## src/rtl/os_mac_pe_drain.sv

```systemverilog
// -----------------------------------------------------------------------------
// os_mac_pe_drain
// Output-stationary GEMM processing element with a valid/ready drain chain.
//
// Each beat computes a NumInputs-wide signed dot product of the registered
// A/B operand vectors. The optional product pipeline stage (MultPipe) delays
// the product and its valid. The PE accumulates exactly k_len_i valid beats,
// with saturation or wrap on overflow, and then presents its own result.
// After that result is taken, the PE passes upstream results through until
// the last-of-chain beat has been accepted.
//
// Handshake rule (both the acc_o/acc_ready_i link and the acc_in link):
// a beat transfers on a rising clk_i edge where valid and ready are both
// high. While valid is high and ready is low, the producer keeps data, valid
// and last unchanged.
//
// Ports:
//   clk_i, rst_ni                 clock, asynchronous active-low reset
//   a_i/b_i, a_valid_i/b_valid_i  operand vectors (signed lanes) and valids
//   a_o/b_o, a_valid_o/b_valid_o  operands and valids forwarded east/south, one cycle later
//   start_i, k_len_i              begin a tile (IDLE only); beats to accumulate
//   upstream_en_i                 0: this PE heads the chain (no upstream results)
//   acc_in_i, acc_in_valid_i,
//   acc_in_last_i, acc_in_ready_o upstream drain input
//   acc_o, acc_valid_o,
//   acc_last_o, acc_ready_i       result/drain output toward the array edge
//   busy_o                        state is not IDLE
//   sat_o                         sticky overflow flag for the current tile
//   state_o                       FSM state (debug visibility)
//
// OutDataWidth must be at least 2*InDataWidth + $clog2(NumInputs).
// -----------------------------------------------------------------------------
module os_mac_pe_drain #(
   parameter int InDataWidth  = 8,
   parameter int NumInputs    = 4,
   parameter int OutDataWidth = 32,
   parameter int MultPipe     = 1,
   parameter int Saturate     = 1,
   parameter int KWidth       = 16
) (
   input  logic                             clk_i,
   input  logic                             rst_ni,
   input  logic [NumInputs*InDataWidth-1:0] a_i,
   input  logic                             a_valid_i,
   input  logic [NumInputs*InDataWidth-1:0] b_i,
   input  logic                             b_valid_i,
   output logic [NumInputs*InDataWidth-1:0] a_o,
   output logic                             a_valid_o,
   output logic [NumInputs*InDataWidth-1:0] b_o,
   output logic                             b_valid_o,
   input  logic                             start_i,
   input  logic [KWidth-1:0]                k_len_i,
   input  logic                             upstream_en_i,
   input  logic [OutDataWidth-1:0]          acc_in_i,
   input  logic                             acc_in_valid_i,
   input  logic                             acc_in_last_i,
   output logic                             acc_in_ready_o,
   output logic [OutDataWidth-1:0]          acc_o,
   output logic                             acc_valid_o,
   output logic                             acc_last_o,
   input  logic                             acc_ready_i,
   output logic                             busy_o,
   output logic                             sat_o,
   output logic [1:0]                       state_o
);

   localparam int PairWidth = 2 * InDataWidth;
   localparam int ProdWidth = PairWidth + $clog2(NumInputs);

   localparam logic [OutDataWidth-1:0] MaxVal = {1'b0, {(OutDataWidth-1){1'b1}}};
   localparam logic [OutDataWidth-1:0] MinVal = {1'b1, {(OutDataWidth-1){1'b0}}};

   typedef enum logic [1:0] {
      IDLE  = 2'd0,
      ACC   = 2'd1,
      HOLD  = 2'd2,
      DRAIN = 2'd3
   } state_t;

   state_t state_q, state_d;

   // ---------------------------------------------------------------------------
   // Operand forwarding: runs in every state. Invalid data is zeroed so the
   // neighbour never sees stale operands.
   // ---------------------------------------------------------------------------
   always_ff @(posedge clk_i or negedge rst_ni) begin
      if (!rst_ni) begin
         a_o       <= '0;
         b_o       <= '0;
         a_valid_o <= 1'b0;
         b_valid_o <= 1'b0;
      end else begin
         a_o       <= a_valid_i ? a_i : '0;
         b_o       <= b_valid_i ? b_i : '0;
         a_valid_o <= a_valid_i;
         b_valid_o <= b_valid_i;
      end
   end

   // ---------------------------------------------------------------------------
   // Dot product of the registered operands. Each lane is sign-extended to the
   // pair width before multiplying so the product is exact.
   // ---------------------------------------------------------------------------
   logic signed [ProdWidth-1:0] lane_prod [NumInputs];

   for (genvar g = 0; g < NumInputs; g++) begin : g_lane
      logic signed [PairWidth-1:0] a_ext;
      logic signed [PairWidth-1:0] b_ext;
      logic signed [PairWidth-1:0] pair;

      assign a_ext        = PairWidth'($signed(a_o[g*InDataWidth +: InDataWidth]));
      assign b_ext        = PairWidth'($signed(b_o[g*InDataWidth +: InDataWidth]));
      assign pair         = a_ext * b_ext;
      assign lane_prod[g] = ProdWidth'(pair);
   end

   logic signed [ProdWidth-1:0] dot;

   always_comb begin
      dot = '0;
      for (int i = 0; i < NumInputs; i++) begin
         dot = dot + lane_prod[i];
      end
   end

   logic signed [OutDataWidth-1:0] prod_comb;
   logic                           prod_valid_comb;

   assign prod_comb       = OutDataWidth'(dot);
   assign prod_valid_comb = a_valid_o & b_valid_o;

   logic [OutDataWidth-1:0] prod;
   logic                    prod_valid;

   if (MultPipe != 0) begin : g_mult_pipe
      always_ff @(posedge clk_i or negedge rst_ni) begin
         if (!rst_ni) begin
            prod       <= '0;
            prod_valid <= 1'b0;
         end else begin
            prod       <= prod_comb;
            prod_valid <= prod_valid_comb;
         end
      end
   end else begin : g_mult_comb
      assign prod       = prod_comb;
      assign prod_valid = prod_valid_comb;
   end

   // ---------------------------------------------------------------------------
   // Accumulator datapath. One guard bit exposes signed overflow: the two top
   // bits of the widened sum differ exactly when the true sum is out of range.
   // ---------------------------------------------------------------------------
   logic [OutDataWidth-1:0] acc_q;
   logic [KWidth-1:0]       cnt_q;
   logic [KWidth-1:0]       k_q;
   logic                    sat_q;

   logic [OutDataWidth:0]   sum_wide;
   logic                    ovf;
   logic [OutDataWidth-1:0] acc_next;

   assign sum_wide = {acc_q[OutDataWidth-1], acc_q} + {prod[OutDataWidth-1], prod};
   assign ovf      = sum_wide[OutDataWidth] ^ sum_wide[OutDataWidth-1];

   always_comb begin
      acc_next = sum_wide[OutDataWidth-1:0];
      if (ovf && (Saturate != 0)) begin
         // guard bit holds the true sign: negative overflow clamps to min
         acc_next = sum_wide[OutDataWidth] ? MinVal : MaxVal;
      end
   end

   // Control strobes from the FSM
   logic tile_clear;
   logic acc_en;

   always_ff @(posedge clk_i or negedge rst_ni) begin
      if (!rst_ni) begin
         acc_q <= '0;
         cnt_q <= '0;
         k_q   <= '0;
         sat_q <= 1'b0;
      end else if (tile_clear) begin
         acc_q <= '0;
         cnt_q <= '0;
         k_q   <= k_len_i;
         sat_q <= 1'b0;
      end else if (acc_en) begin
         acc_q <= acc_next;
         cnt_q <= cnt_q + KWidth'(1);
         if (ovf) begin
            sat_q <= 1'b1;
         end
      end
   end

   // ---------------------------------------------------------------------------
   // Control FSM
   // ---------------------------------------------------------------------------
   always_ff @(posedge clk_i or negedge rst_ni) begin
      if (!rst_ni) begin
         state_q <= IDLE;
      end else begin
         state_q <= state_d;
      end
   end

   always_comb begin
      state_d        = state_q;
      tile_clear     = 1'b0;
      acc_en         = 1'b0;
      acc_o          = '0;
      acc_valid_o    = 1'b0;
      acc_last_o     = 1'b0;
      acc_in_ready_o = 1'b0;

      unique case (state_q)
         IDLE: begin
            if (start_i) begin
               tile_clear = 1'b1;
               state_d    = (k_len_i == '0) ? HOLD : ACC;
            end
         end

         ACC: begin
            if (prod_valid) begin
               acc_en = 1'b1;
               // this beat is the last one counted; later beats are dropped
               if (cnt_q + KWidth'(1) == k_q) begin
                  state_d = HOLD;
               end
            end
         end

         HOLD: begin
            acc_o       = acc_q;
            acc_valid_o = 1'b1;
            acc_last_o  = !upstream_en_i;
            if (acc_ready_i) begin
               state_d = upstream_en_i ? DRAIN : IDLE;
            end
         end

         DRAIN: begin
            acc_o          = acc_in_i;
            acc_valid_o    = acc_in_valid_i;
            acc_last_o     = acc_in_last_i;
            acc_in_ready_o = acc_ready_i;
            if (acc_in_valid_i && acc_ready_i && acc_in_last_i) begin
               state_d = IDLE;
            end
         end

         default: begin
            state_d = IDLE;
         end
      endcase
   end

   assign busy_o  = (state_q != IDLE);
   assign sat_o   = sat_q;
   assign state_o = state_q;

endmodule

```

## config.mk

```make
export PLATFORM = sky130hd
export DESIGN_NAME = os_mac_pe_drain
export DESIGN_NICKNAME = d
export VERILOG_FILES = /design/src/rtl/os_mac_pe_drain.sv
export SDC_FILE = /design/constraint.sdc
export NUM_CORES = 1
export LEC_CHECK = 0
export CELL_PAD_IN_SITES_DETAIL_PLACEMENT = 1
export CELL_PAD_IN_SITES_GLOBAL_PLACEMENT = 2
export CORE_MARGIN = 4
export CORE_UTILIZATION = 41
export CTS_CLUSTER_DIAMETER = 50
export DETAILED_ROUTE_END_ITERATION = 6
export DONT_BUFFER_PORTS = 1
export MAX_ROUTING_LAYER = met4
export PLACE_DENSITY = 0.85
export SLEW_MARGIN = 15
export SYNTH_ARGS = -nofsm -noshare
export SYNTH_HDL_FRONTEND = slang
export SYNTH_SLANG_ARGS = --single-unit
```

## constraint.sdc

```tcl
create_clock -name clk_i -period 15.78 [get_ports clk_i]
set_input_delay 0.789 -clock clk_i [delete_from_list [all_inputs] [get_ports clk_i]]
set_output_delay 0.789 -clock clk_i [all_outputs]
set_load 0.01 [all_outputs]
```

==> results.txt, run 1 <==
----------------------------------------------------
[STA]
  Count of endpoints failing setup in the final report ... 0
  Max frequency ... 137 MHz
  Setup Total Neg Slack ... 0 ns
  Period utilisation layout ... 0.461
  Shortest period the worst path allows ... 7.28 ns
  Worst hold slack after final layout ... 0.283 ns
  Final Hold Fails ... 0
  Unrepaired setup endpoints after global routing ... no
  Setup Skew ... 0.0166 ns
  Max-slew headroom at the worst pin ... 0.276
  Max Slew Vio Count ... 0
  Worst slew pin tran ... 1.09 ns

[Logic synthesis]
  Async set-reset flop share out of synthesis ... 1.00
  Register bit total from synthesis ... 152
  Multiplexer share of the synthesized area ... 0.0290
  Synth Warn # ... 0
  Post-synthesis share of cell area spent on xor and xnor gates ... 0.0375
  Post-synthesis instance area ... 0.0191 mm2
  Number of nets in the synthesized netlist ... 2529
  Number of enable flip-flop cells after synthesis ... 0
  Share of the yosys chip area belonging to registers ... 0.199
  Largest family of logic cells by synthesized area ... adder cells
  Synth Flop Type ... dfrtp_1
  Number of library cell types mapped by synthesis ... 74
  Synthesized-area fraction occupied by and/or/nand/nor cells ... 0.156
  Fraction of the mapped netlist area in compound gates ... 0.0699
  Syn avg cell area ... 9.77 um2
  Adder-cell share of the synthesized area ... 0.419
  Count of mapped cells out of synthesis ... 1959

[Clock network]
  Clk slew on worst S/H paths ... 0.08 ns
  Cell at the root of the clock tree ... clkbuf_16
  Cts bufs inserted ... 17
  Deepest level of the CTS H-tree ... 4
  Post-CTS sizing ... 0
  TritonCTS clock tree ... yes
  Max Root-Sink Buffers ... 2
  Clock latency at the later pin of the worst-skew pair ... 0.50 ns
  Number of sinks handled by clock tree synthesis ... 152

[Floorplan]
  Area enclosed by the die boundary ... 0.0502 mm2
  Vertical extent of the die ... 224 um
  Floorplan row count ... 78
  Ports placed on the boundary ... 226
  Core footprint ... 0.0458 mm2
  DIE WIDTH ... 224 um
  Initial core utilization ... 0.418

[Finish]
  Filler-free cell count of the finished design ... 2552
  Layout cell share with drive strength beyond 1 ... 0.0456
  Area grow syn2layout ... 6.30%
  Antenna Cells ... 0
  Net count, final ... 2509

[Detailed routing]
  Via count ... 13200
  ANT nets after route ... 0
  Wirelength, routed ... 52.1 mm
  First-pass iteration count of the detailed router ... 5
  Drt wl/cell ... 20.4 um
  Number of remaining DRC errors ... 0
  Post-detailed-route via-to-cell ratio ... 5.17
  DRC violation total after the first TritonRoute iteration ... 625

[Placement]
  IO Port Bufs ... 0
  Placed cells ... 2519
  Half-perimeter wire length of the detailed placement result ... 42.8 mm
  Last weighted congestion value of the routability-driven placer ... 0.847

[Critical path]
  Worst Path Max Fanout ... 9
  Cell occurring most often along the worst timing path ... fa_1
  Req. time, crit path ... 16.19 ns
  Crit. End Element ... flop
  Logic depth of the worst register-to-register path ... 22
  Critical R2R Capture ... prod[16]
  Crit start category ... flop
  Source of the worst register-to-register timing path ... b_o[24]
  Critical path arrival ... 7.69 ns
  Largest stage delay on the critical path ... 0.68 ns
  Critical path's slowest cell ... fa_1
  Critical Path, Cell by Cell ... nand2_1, fa_1, inv_1, fa_1, inv_1, fa_1, inv_1, fa_1, fa_1, fa_1, fa_1, inv_1, fa_1, inv_1, ha_1, and2_1, o21ai_0, o31ai_1, or4_1, a31o_2, a21oi_1, xnor2_1
  Register-to-register setup slack ... 8.50 ns
  Kind of critical path ... reg2reg

[Global route]
  All-Layer GR Usage ... 0.223
  First-pass GRT wire length ... 84.5 mm
  Largest net degree at the start of global routing ... 153
  Number of antenna violations at the first check in global routing ... 0
  Total overflow reported by the global router ... 0
  Via count of the first global-routing pass ... 15600

[Status]
  Result of the run ... finished clean

[Run]
  Max cap viols ... 0

[Power]
  Leakage component of the power ... 0.0101 uW
  Worst ir drop on vdd ... 203 uV
  Power density normalized to cell area ... 187 mW/mm2

[Hold path]
  Type of the worst min-delay path ... in2async

----------------------------------------------------
-- critical path: cells and delay by family (launching register included) --
family | cells | cell delay [ns]
AO/OA/AOI/OAI | 4 | 0.69
flip-flops | 1 | 0.60
adder cells (fa/ha/maj) | 9 | 4.57
buffers and inverters | 5 | 0.36
AND/OR/NAND/NOR | 3 | 0.86
XOR/XNOR | 1 | 0.13
-- what timing repair did --
item	4_1_cts	5_1_grt
endpoints found under the hold margin	152	0
setup buffers	0	0
hold buffers	1	0
-- placed cells by master, fill, tap and decap left out, types with 4 or more instances in the layout --
master,instances
o21a_1,4
a21oi_1,49
clkbuf_16,17
nor2_1,81
fa_1,319
xnor2_1,57
nand4_1,5
o31ai_1,10
nand2b_1,15
nor4_1,6
and2_1,210
a21o_1,10
o21ai_0,38
xor2_1,25
nor2b_1,17
inv_6,6
inv_1,396
o21ai_1,10
o211ai_2,10
or3_1,4
nor3_1,14
a211oi_1,4
mux2_2,16
ha_1,130
o211ai_1,19
nand2_1,195
and3_1,6
dfrtp_1,151
mux2i_1,36
nand3_1,15
buf_4,5
-- Yosys cell counts (11+ instances only) --
library cell / number / area, um2
nand3_1: 15 / 75.1
a21oi_1: 49 / 245
o21ai_1: 11 / 55.1
o211ai_1: 19 / 143
fa_1: 319 / 6390
nor3_1: 14 / 70.1
nand2b_1: 15 / 93.8
xor2_1: 25 / 219
o21ai_0: 38 / 190
mux2_2: 16 / 180
dfrtp_1: 152 / 3800
and2_1: 210 / 1310
nor2_1: 82 / 308
nand2_1: 195 / 732
inv_1: 396 / 1490
mux2i_1: 36 / 360
nor2b_1: 17 / 106
clkbuf_1: 27 / 101
ha_1: 130 / 1630
xnor2_1: 57 / 499
-- where the power goes --
group | switching (uW) | internal [uW]
clock network | 207 | 224
registers | 137 | 504
logic | 1570 | 1150
-- layer usage --
layer / GRT usage / routed length, um / vias up
met3: 0.0358 / 1790 / 78
met4: 0.0738 / 1580 / 0
met5: - / 0 / -
li1: - / - / 6005
met1: 0.246 / 20100 / 6865
met2: 0.412 / 28600 / 235
-- area by class of cell --
type,count,area [um2]
inverter,398,1490
clock inverter,14,155
timing repair buffer,6,65.1
multi-input combinational,1364,13600
tap,600,751
clock buffer,18,429
sequential,152,3800
fill,5181,25400
-- flip-flops by register name, summed over array words and instances (netlist names), 2 cells and up --
| signal | flops |
|---|---|
| prod | 18 |
| state_o | 2 |
| b_o | 32 |
| cnt_q | 16 |
| a_o | 32 |
| k_q | 16 |
| acc_q | 32 |
-- worst max-delay path by stage --
stage	start	endpoint	cells after the start
6_report	b_o[24]	prod[16]	22
5_1_grt	a_o[2]	prod[16]	26
4_1_cts	b_o[24]	prod[16]	22
3_5_place_dp	b_o[8]	prod[16]	20
3_3_place_gp	b_o[8]	prod[16]	20
2_1_floorplan	a_o[23]	prod[16]	23
-- cells by family (layout without fill, tap and decap cells) --
kind of cell | after synthesis | count (layout)
AND/OR/NAND/NOR | 584 | 584
adder cells (fa/ha/maj) | 450 | 450
buffers and inverters | 443 | 436
AO/OA/AOI/OAI | 195 | 195
flip-flops | 152 | 152
XOR/XNOR | 82 | 82
multiplexers | 53 | 53
-- stage by stage --
stage	total power (uW)	cell area, um2	setup WS [ns]	utilization
final	3800	20300	8.50	0.444
after global routing	4220	20300	8.15	0.444
after CTS	3830	20300	8.47	0.444
after detailed placement	3370	19700	8.48	0.431
after global placement	3250	19700	8.66	0.431
after floorplan	2660	19100	9.09	-
Power figures use the tool's default switching activity.
==> run 2: changes to the inputs <==
==> constraint.sdc (replaced) <==
create_clock -name clk_i -period 6.9 [get_ports clk_i]
set_input_delay 0.345 -clock clk_i [delete_from_list [all_inputs] [get_ports clk_i]]
set_output_delay 0.345 -clock clk_i [all_outputs]
set_load 0.01 [all_outputs]
==> run 2 against run 1 <==
Against the previous run:
- cell area up 9.3%
- die area unchanged
- first-iteration DRC count up 20%
- clock power up 130%
- flip-flop and latch count unchanged
- critical path depth up 4
- the run now ends with setup timing left
- highest routed layer unchanged
- fmax up 5.0%
- worst hold slack worse by 0.24 ns
- count of clock-buffer cells in the layout unchanged
- critical path type unchanged
==> results.txt, run 2 (synthesis gave the netlist of run 1 again) <==
----------------------------------------------------
[Global route]
  Most heavily used metal layer in global routing ... met2
  Met1 usage in global routing ... 0.264 (+0.0182)
  All-Layer GR Usage ... 0.239 (+0.0156)
  First-pass GRT wire length ... 89.9 mm (+6.3%)
  Number of antenna violations at the first check in global routing ... 3 (+3)
  Total overflow reported by the global router ... 0 (unchanged)
  Via count of the first global-routing pass ... 16400 (+5.7%)
  Met3 Track Usage GR ... 0.0422 (+0.00642)
  Met2 layer usage reported by global route ... 0.440 (+0.0278)
  Largest net degree at the start of global routing ... 153 (unchanged)

[Finish]
  Commonest cells after routing, fill and taps aside ... inv_1 (389), fa_1 (313), and2_1 (207), nand2_1 (193), dfrtp_1 (132)
  Filler-free cell count of the finished design ... 2759 (+8.1%)
  Most common cell after layout, fill and taps aside ... inv_1
  Register cell area after layout ... 0.00383 mm2 (+0.62%)
  Net count, final ... 2708 (+7.9%)
  FILL cells ... 5132 (-0.95%)
  Regs by FF count ... a_o: 32 flops, acc_q: 32 flops, b_o: 32 flops
  Share of the core filled with cells ... 0.486 (+0.0415)
  Area used by multi-input combinational logic ... 0.0138 mm2 (+0.84%)
  Area grow syn2layout ... 16.2%
  Final non-filler cell area ... 0.0222 mm2 (+9.3%)
  Layout cell share with drive strength beyond 1 ... 0.120 (+0.0743)

[Status]
  Result of the run ... complete, but fails checks
  Failing checks ... setup timing

[Critical path]
  Cell occurring most often along the worst timing path ... fa_1
  Worst Path Max Fanout ... 4 (-5)
  Cell family with the largest share of critical-path delay ... adder cells
  Crit start category ... flop
  Critical path's slowest cell ... fa_1
  Largest stage delay on the critical path ... 0.55 ns (-0.13 ns)
  Critical path arrival ... 7.35 ns (-0.34 ns)
  CP Depth ... 26 (+18%)
  Logic depth of the worst register-to-register path ... 26 (+18%)
  Crit. End Element ... flop
  Kind of critical path ... reg2reg
  CP bufs+invs ... 7 (+2)
  Req. time, crit path ... 7.31 ns (-8.88 ns)

[Power]
  Power density normalized to cell area ... 418 mW/mm2 (+120%)
  Worst ir drop on vdd ... 460 uV (+130%)
  Leakage component of the power ... 0.0110 uW (+9.2%)
  Total power of the final layout ... 9290 uW (+140%)

[Placement]
  Last weighted congestion value of the routability-driven placer ... 0.901 (+6.3%)
  Area of placed instances ... 0.0205 mm2 (+3.9%)
  Placed cells ... 2621 (+4.0%)
  IO Port Bufs ... 0 (unchanged)
  Half-perimeter wire length of the detailed placement result ... 44.8 mm (+4.7%)

[Hold path]
  WHS Path Cells ... 1
  Type of the worst min-delay path ... in2reg

[STA]
  Shortest period the worst path allows ... 6.94 ns (-0.344 ns)
  Post-route worst setup slack ... -0.0377 ns (-8.54 ns)
  Unrepaired setup endpoints after global routing ... yes
  Max-slew headroom at the worst pin ... 0.281 (+0.00473)
  Max Slew Vio Count ... 0 (unchanged)
  Worst slew pin tran ... 1.08 ns (-0.00709 ns)
  Period utilisation layout ... 1.01 (+0.544)
  Max frequency ... 144 MHz (+5.0%)
  Setup Skew ... 0.0144 ns (-0.00218 ns)
  Count of endpoints failing setup in the final report ... 1 (+1)
  Final Hold Fails ... 0 (unchanged)

[Detailed routing]
  Post-detailed-route via-to-cell ratio ... 5.12 (-0.91%)
  First-pass iteration count of the detailed router ... 5 (unchanged)
  Number of remaining DRC errors ... 0 (unchanged)
  Via count ... 14100 (+7.1%)
  ANT nets after route ... 0 (unchanged)
  Wirelength, routed ... 56.8 mm (+9.0%)
  Drt wl/cell ... 20.6 um (+0.82%)
  DRC violation total after the first TritonRoute iteration ... 749 (+20%)

[Floorplan]
  DIE WIDTH ... 224 um (unchanged)
  Floorplan row count ... 78 (unchanged)
  Vertical extent of the die ... 224 um (unchanged)
  Area enclosed by the die boundary ... 0.0502 mm2 (unchanged)
  Ports placed on the boundary ... 226 (unchanged)
  Initial core utilization ... 0.418 (unchanged)
  Core footprint ... 0.0458 mm2 (unchanged)

[Clock network]
  Deepest level of the CTS H-tree ... 4 (unchanged)
  Max Root-Sink Buffers ... 2 (unchanged)
  TritonCTS clock tree ... yes
  Clock latency at the later pin of the worst-skew pair ... 0.50 ns (about the same)
  Cts bufs inserted ... 17 (unchanged)
  Cell at the root of the clock tree ... clkbuf_16
  Clk slew on worst S/H paths ... 0.07 ns (about the same)
  Number of sinks handled by clock tree synthesis ... 152 (unchanged)

[Run]
  Max cap viols ... 0 (unchanged)

----------------------------------------------------
## run 2: power breakdown
group	switching (uW)	leakage (uW)	internal, uW
logic	3900	0.00879	2940
clock network	466	0.000297	549
registers	283	0.00193	1150
total	4640	0.0110	4640
## run 2: final timing paths
kind                           start          to  slack [ns]
max in group asynchronous     rst_ni     a_o[15]        5.70
max reg2reg                   a_o[2]    prod[16]       -0.04
min reg2reg                acc_q[27]   acc_q[27]        0.52
max                           a_o[2]    prod[16]       -0.04
min in group asynchronous     rst_ni  state_o[1]        0.51
min                          a_i[18]     a_o[18]        0.04
## run 2: cell type report
class / instances / area share
inverters: 398 / 0.0672
multi-input cells: 1364 / 0.619
flip-flops and latches: 152 / 0.172
clock buffers: 18 / 0.0193
repair buffers: 205 / 0.0798
diodes: 8 / 0.000900
well taps: 600 / 0.0338
clock inverters: 14 / 0.00838
## run 2: metrics by stage
| step | setup TNS [ns] | hold slack (ns) | setup WS [ns] |
|---|---|---|---|
| after floorplan | 0 | 0.0494 | 0.207 |
| after global placement | 0 | 0.0541 | 0.0159 |
| after detailed placement | -0.154 | 0.0534 | -0.154 |
| after CTS | 0 | 0.00171 | 0.00182 |
| after global routing | -0.404 | 0.00747 | -0.345 |
| final | -0.0377 | 0.0392 | -0.0377 |
## run 2: worst register-to-register path, cell delays in order, from the launching register on
cell and delay [ns]:
dfrtp_1 0.42, nand2_2 0.09, fa_1 0.55, inv_2 0.04, fa_1 0.50, inv_2 0.04, fa_1 0.49, inv_1 0.05
ha_1 0.27, inv_1 0.05, fa_1 0.50, inv_1 0.05, fa_1 0.54, inv_2 0.04, fa_1 0.50, inv_2 0.04
fa_1 0.50, ha_1 0.31, a21o_1 0.17, a21oi_2 0.17, o21bai_2 0.09, a211oi_2 0.30, o31ai_2 0.10, or4_4 0.51
a31o_4 0.25, a21oi_2 0.13, xnor2_1 0.13
## run 2: timing repair
| item | CTS | global route |
|---|---|---|
| buffers inserted | 4 | 10 |
| gates resized for setup | 5 | 51 |
| setup endpoints to repair | 1 | 3 |
| hold buffers | 83 | 1 |
| gates cloned | 0 | 0 |
| pin swaps | 2 | 35 |
| endpoints found under the hold margin | 229 | 1 |
## run 2: layer usage
layer  share of wire  wire, um
met2            0.55     31400
met5               0         0
met3           0.037      2080
met1            0.38     21800
met4           0.027      1540
==> run 3: changes to the inputs <==
--- a/config.mk
+++ b/config.mk
@@ -5,15 +5,15 @@
 export SDC_FILE = /design/constraint.sdc
 export NUM_CORES = 1
 export LEC_CHECK = 0
+export BUFFER_PORTS_ARGS = -buffer_cell sky130_fd_sc_hd__buf_2
 export CELL_PAD_IN_SITES_DETAIL_PLACEMENT = 1
 export CELL_PAD_IN_SITES_GLOBAL_PLACEMENT = 2
 export CORE_MARGIN = 4
-export CORE_UTILIZATION = 41
+export CORE_UTILIZATION = 39
 export CTS_CLUSTER_DIAMETER = 50
 export DETAILED_ROUTE_END_ITERATION = 6
-export DONT_BUFFER_PORTS = 1
 export MAX_ROUTING_LAYER = met4
-export PLACE_DENSITY = 0.85
+export PLACE_DENSITY = 0.88
 export SLEW_MARGIN = 15
 export SYNTH_ARGS = -nofsm -noshare
 export SYNTH_HDL_FRONTEND = slang
==> run 3 against run 2 <==
Against the previous run:
- the run still ends with setup timing left
- critical path depth decreased by 5
- count of clock-buffer cells in the layout unchanged
- fmax increased by 0.36%
- die area up 4.9%
- combinational power shrank 3%
- wire length fell by 3.1%
- critical path type unchanged
- largest power group unchanged
==> results.txt, run 3 (synthesis gave the netlist of run 1 again) <==
----------------------------------------------------
[Floorplan]
  Vertical extent of the die ... 229 um (+2.4%)
  Area enclosed by the die boundary ... 0.0527 mm2 (+4.9%)
  Core footprint ... 0.0481 mm2 (+5.2%)
  DIE WIDTH ... 229 um (+2.4%)
  Floorplan row count ... 80 (+2.6%)
  Ports placed on the boundary ... 226 (unchanged)
  Initial core utilization ... 0.397 (-0.0206)

[Clock network]
  Cts bufs inserted ... 17 (unchanged)
  Max Root-Sink Buffers ... 2 (unchanged)
  Cell at the root of the clock tree ... clkbuf_16
  TritonCTS clock tree ... yes
  Clk slew on worst S/H paths ... 0.09 ns (+0.02 ns)
  Clock latency at the later pin of the worst-skew pair ... 0.51 ns (about the same)
  Deepest level of the CTS H-tree ... 4 (unchanged)
  Number of sinks handled by clock tree synthesis ... 152 (unchanged)

[Critical path]
  Critical path's slowest cell ... fa_1
  Largest stage delay on the critical path ... 0.55 ns (about the same)
  Kind of critical path ... reg2reg
  Worst Path Max Fanout ... 4 (unchanged)
  Logic depth of the worst register-to-register path ... 21 (-19%)
  Cell occurring most often along the worst timing path ... fa_1
  Crit. End Element ... flop
  Critical Path, Cell by Cell ... buf_4, and2_1, fa_1, inv_1, fa_1, fa_1, fa_1, fa_1, inv_1, fa_1, fa_1, fa_1, ha_1, a21oi_2, o21bai_2, a211oi_2, o31ai_2, or4_4, a31o_2, a21oi_2, xnor2_1
  Source of the worst register-to-register timing path ... a_o[2]
  Req. time, crit path ... 7.30 ns (about the same)
  Critical path arrival ... 7.31 ns (-0.04 ns)
  Crit start category ... flop
  Critical R2R Capture ... prod[16]
  Register-to-register setup slack ... -0.01 ns (+0.02 ns)

[Finish]
  Area grow syn2layout ... 15.5%
  Layout cell share with drive strength beyond 1 ... 0.183 (+0.0626)
  Net count, final ... 2803 (+3.5%)
  Share of the core filled with cells ... 0.459 (-0.0267)
  Antenna Cells ... 0 (-8)
  Regs by FF count ... a_o: 32 flops, acc_q: 32 flops, b_o: 32 flops
  Final non-filler cell area ... 0.0221 mm2 (-0.59%)
  Commonest cells after routing, fill and taps aside ... inv_1 (395), fa_1 (316), buf_2 (224), and2_1 (210), nand2_1 (194)
  Most common cell after layout, fill and taps aside ... inv_1

[STA]
  Worst hold slack after final layout ... 0.0456 ns (+0.00638 ns)
  Worst slew pin tran ... 0.951 ns (-0.127 ns)
  Final Hold Fails ... 0 (unchanged)
  Setup Total Neg Slack ... -0.0129 ns (+0.0249 ns)
  Max-slew headroom at the worst pin ... 0.362 (+0.0807)
  Setup Skew ... 0.0281 ns (+0.0137 ns)
  Max Slew Vio Count ... 0 (unchanged)
  Count of endpoints failing setup in the final report ... 1 (unchanged)
  Period utilisation layout ... 1.00 (-0.00360)
  Post-route worst setup slack ... -0.0129 ns (+0.0249 ns)
  Shortest period the worst path allows ... 6.91 ns (-0.0249 ns)
  Unrepaired setup endpoints after global routing ... yes
  Max frequency ... 145 MHz (+0.36%)

[Detailed routing]
  Number of remaining DRC errors ... 0 (unchanged)
  ANT nets after route ... 0 (unchanged)
  First-pass iteration count of the detailed router ... 5 (unchanged)
  Wirelength, routed ... 55.0 mm (-3.1%)
  Via count ... 14200 (+0.80%)
  DRC violation total after the first TritonRoute iteration ... 641 (-14%)
  Post-detailed-route via-to-cell ratio ... 4.91 (-4.2%)
  Drt wl/cell ... 19.0 um (-7.8%)

[Placement]
  Last weighted congestion value of the routability-driven placer ... 0.883 (-1.9%)
  Pre-CTS setup slack ... -0.135 ns (+0.0193 ns)
  Half-perimeter wire length of the detailed placement result ... 46.4 mm (+3.5%)
  IO Port Bufs ... 225 (+225)
  Area of placed instances ... 0.0214 mm2 (+4.3%)

[Global route]
  Largest net degree at the start of global routing ... 55 (-64%)
  All-Layer GR Usage ... 0.224 (-0.0153)
  First-pass GRT wire length ... 89.2 mm (-0.71%)
  Via count of the first global-routing pass ... 16700 (+1.9%)
  Number of antenna violations at the first check in global routing ... 1 (-2)
  Total overflow reported by the global router ... 0 (unchanged)

[Power]
  Power density normalized to cell area ... 408 mW/mm2 (-2.3%)
  Leakage component of the power ... 0.0114 uW (+3.4%)
  Worst ir drop on vdd ... 475 uV (+3.2%)

[Run]
  Max cap viols ... 0 (unchanged)

[Hold path]
  WHS Path Cells ... 2 (+1)
  HP Start ... b_i[30]
  Type of the worst min-delay path ... in2reg
  Hold Crit Endpoint ... b_o[30]

[Status]
  Result of the run ... complete, but fails checks
  Failing checks ... setup timing

----------------------------------------------------
[run 3: changes by cell type in the layout (fill, tap and decap cells not counted), moves of 3 or more]
cell           before  now
buf_2               2  224
dlygate4sd3_1      81    1
buf_4             117   74
diode_2             8    0
dfrtp_1           132  138
dfrtp_2            20   14
inv_1             389  395
inv_2               8    2
and2_1            207  210
clkinv_4            3    0
fa_1              313  316
fa_2                6    3
inv_6               3    6
[run 3: how the worst max path moves through the flow]
stage / start / endpoint / slack [ns]
3_5_place_dp: a_o[2] / prod[16] / -0.13
3_3_place_gp: b_o[2] / prod[16] / 0.03
4_1_cts: a_o[31] / prod[16] / 0.009
6_report: a_o[2] / prod[16] / -0.01
5_1_grt: a_o[2] / prod[16] / -0.30
2_1_floorplan: a_o[23] / prod[16] / 0.21
[run 3: where the power goes]
| group | leakage [uW] | switching [uW] | total (uW) | internal [uW] |
|---|---|---|---|---|
| sequential | 0.00193 | 221 | 1380 | 1160 |
| clock | 0.000286 | 475 | 988 | 513 |
| combinational | 0.00916 | 3790 | 6660 | 2860 |
| total | 0.0114 | 4490 | 9020 | 4530 |
[run 3: through the flow]
| stage | power [uW] | std cells |
|---|---|---|
| global placement | 7580 | 2859 |
| floorplan | 6070 | 1959 |
| finish | 9020 | 2902 |
| CTS | 8950 | 2895 |
| global route | 10000 | 2902 |
| detailed placement | 7890 | 2859 |
[run 3: timing repair]
action | CTS | global route
hold buffers | 1 | 0
gates resized for setup | 8 | 21
hold endpoints to repair | 45 | 0
cloned | 0 | 0
setup buffers | 3 | 7
pin swaps | 7 | 10
endpoints found under the setup margin | 1 | 4
[run 3: final cells by class]
cell class	count	area [um2]
clock inverters	14	151
repair buffers	300	1700
flip-flops and latches	152	3820
well taps	656	821
inverters	398	1490
multi-input cells	1364	13700
fillers	5553	26000
clock buffers	18	429
[run 3: critical path, delay by kind of cell, from the launching register on]
family / cells / cell delay, ns
adders and majority gates: 9 / 4.29
AOI/OAI and AO/OA: 6 / 1.11
and+or+nand+nor: 2 / 0.59
DFF: 1 / 0.45
buffers and inverters: 3 / 0.25
xor gates and xnor gates: 1 / 0.14
[run 3: per-layer routing]
layer | GRT usage | up-vias | wire length [um]
met5 | - | - | 0
met4 | 0.0681 | 0 | 1460
met3 | 0.0409 | 78 | 1930
met2 | 0.404 | 256 | 29400
met1 | 0.253 | 7305 | 22200
li1 | - | 6597 | -
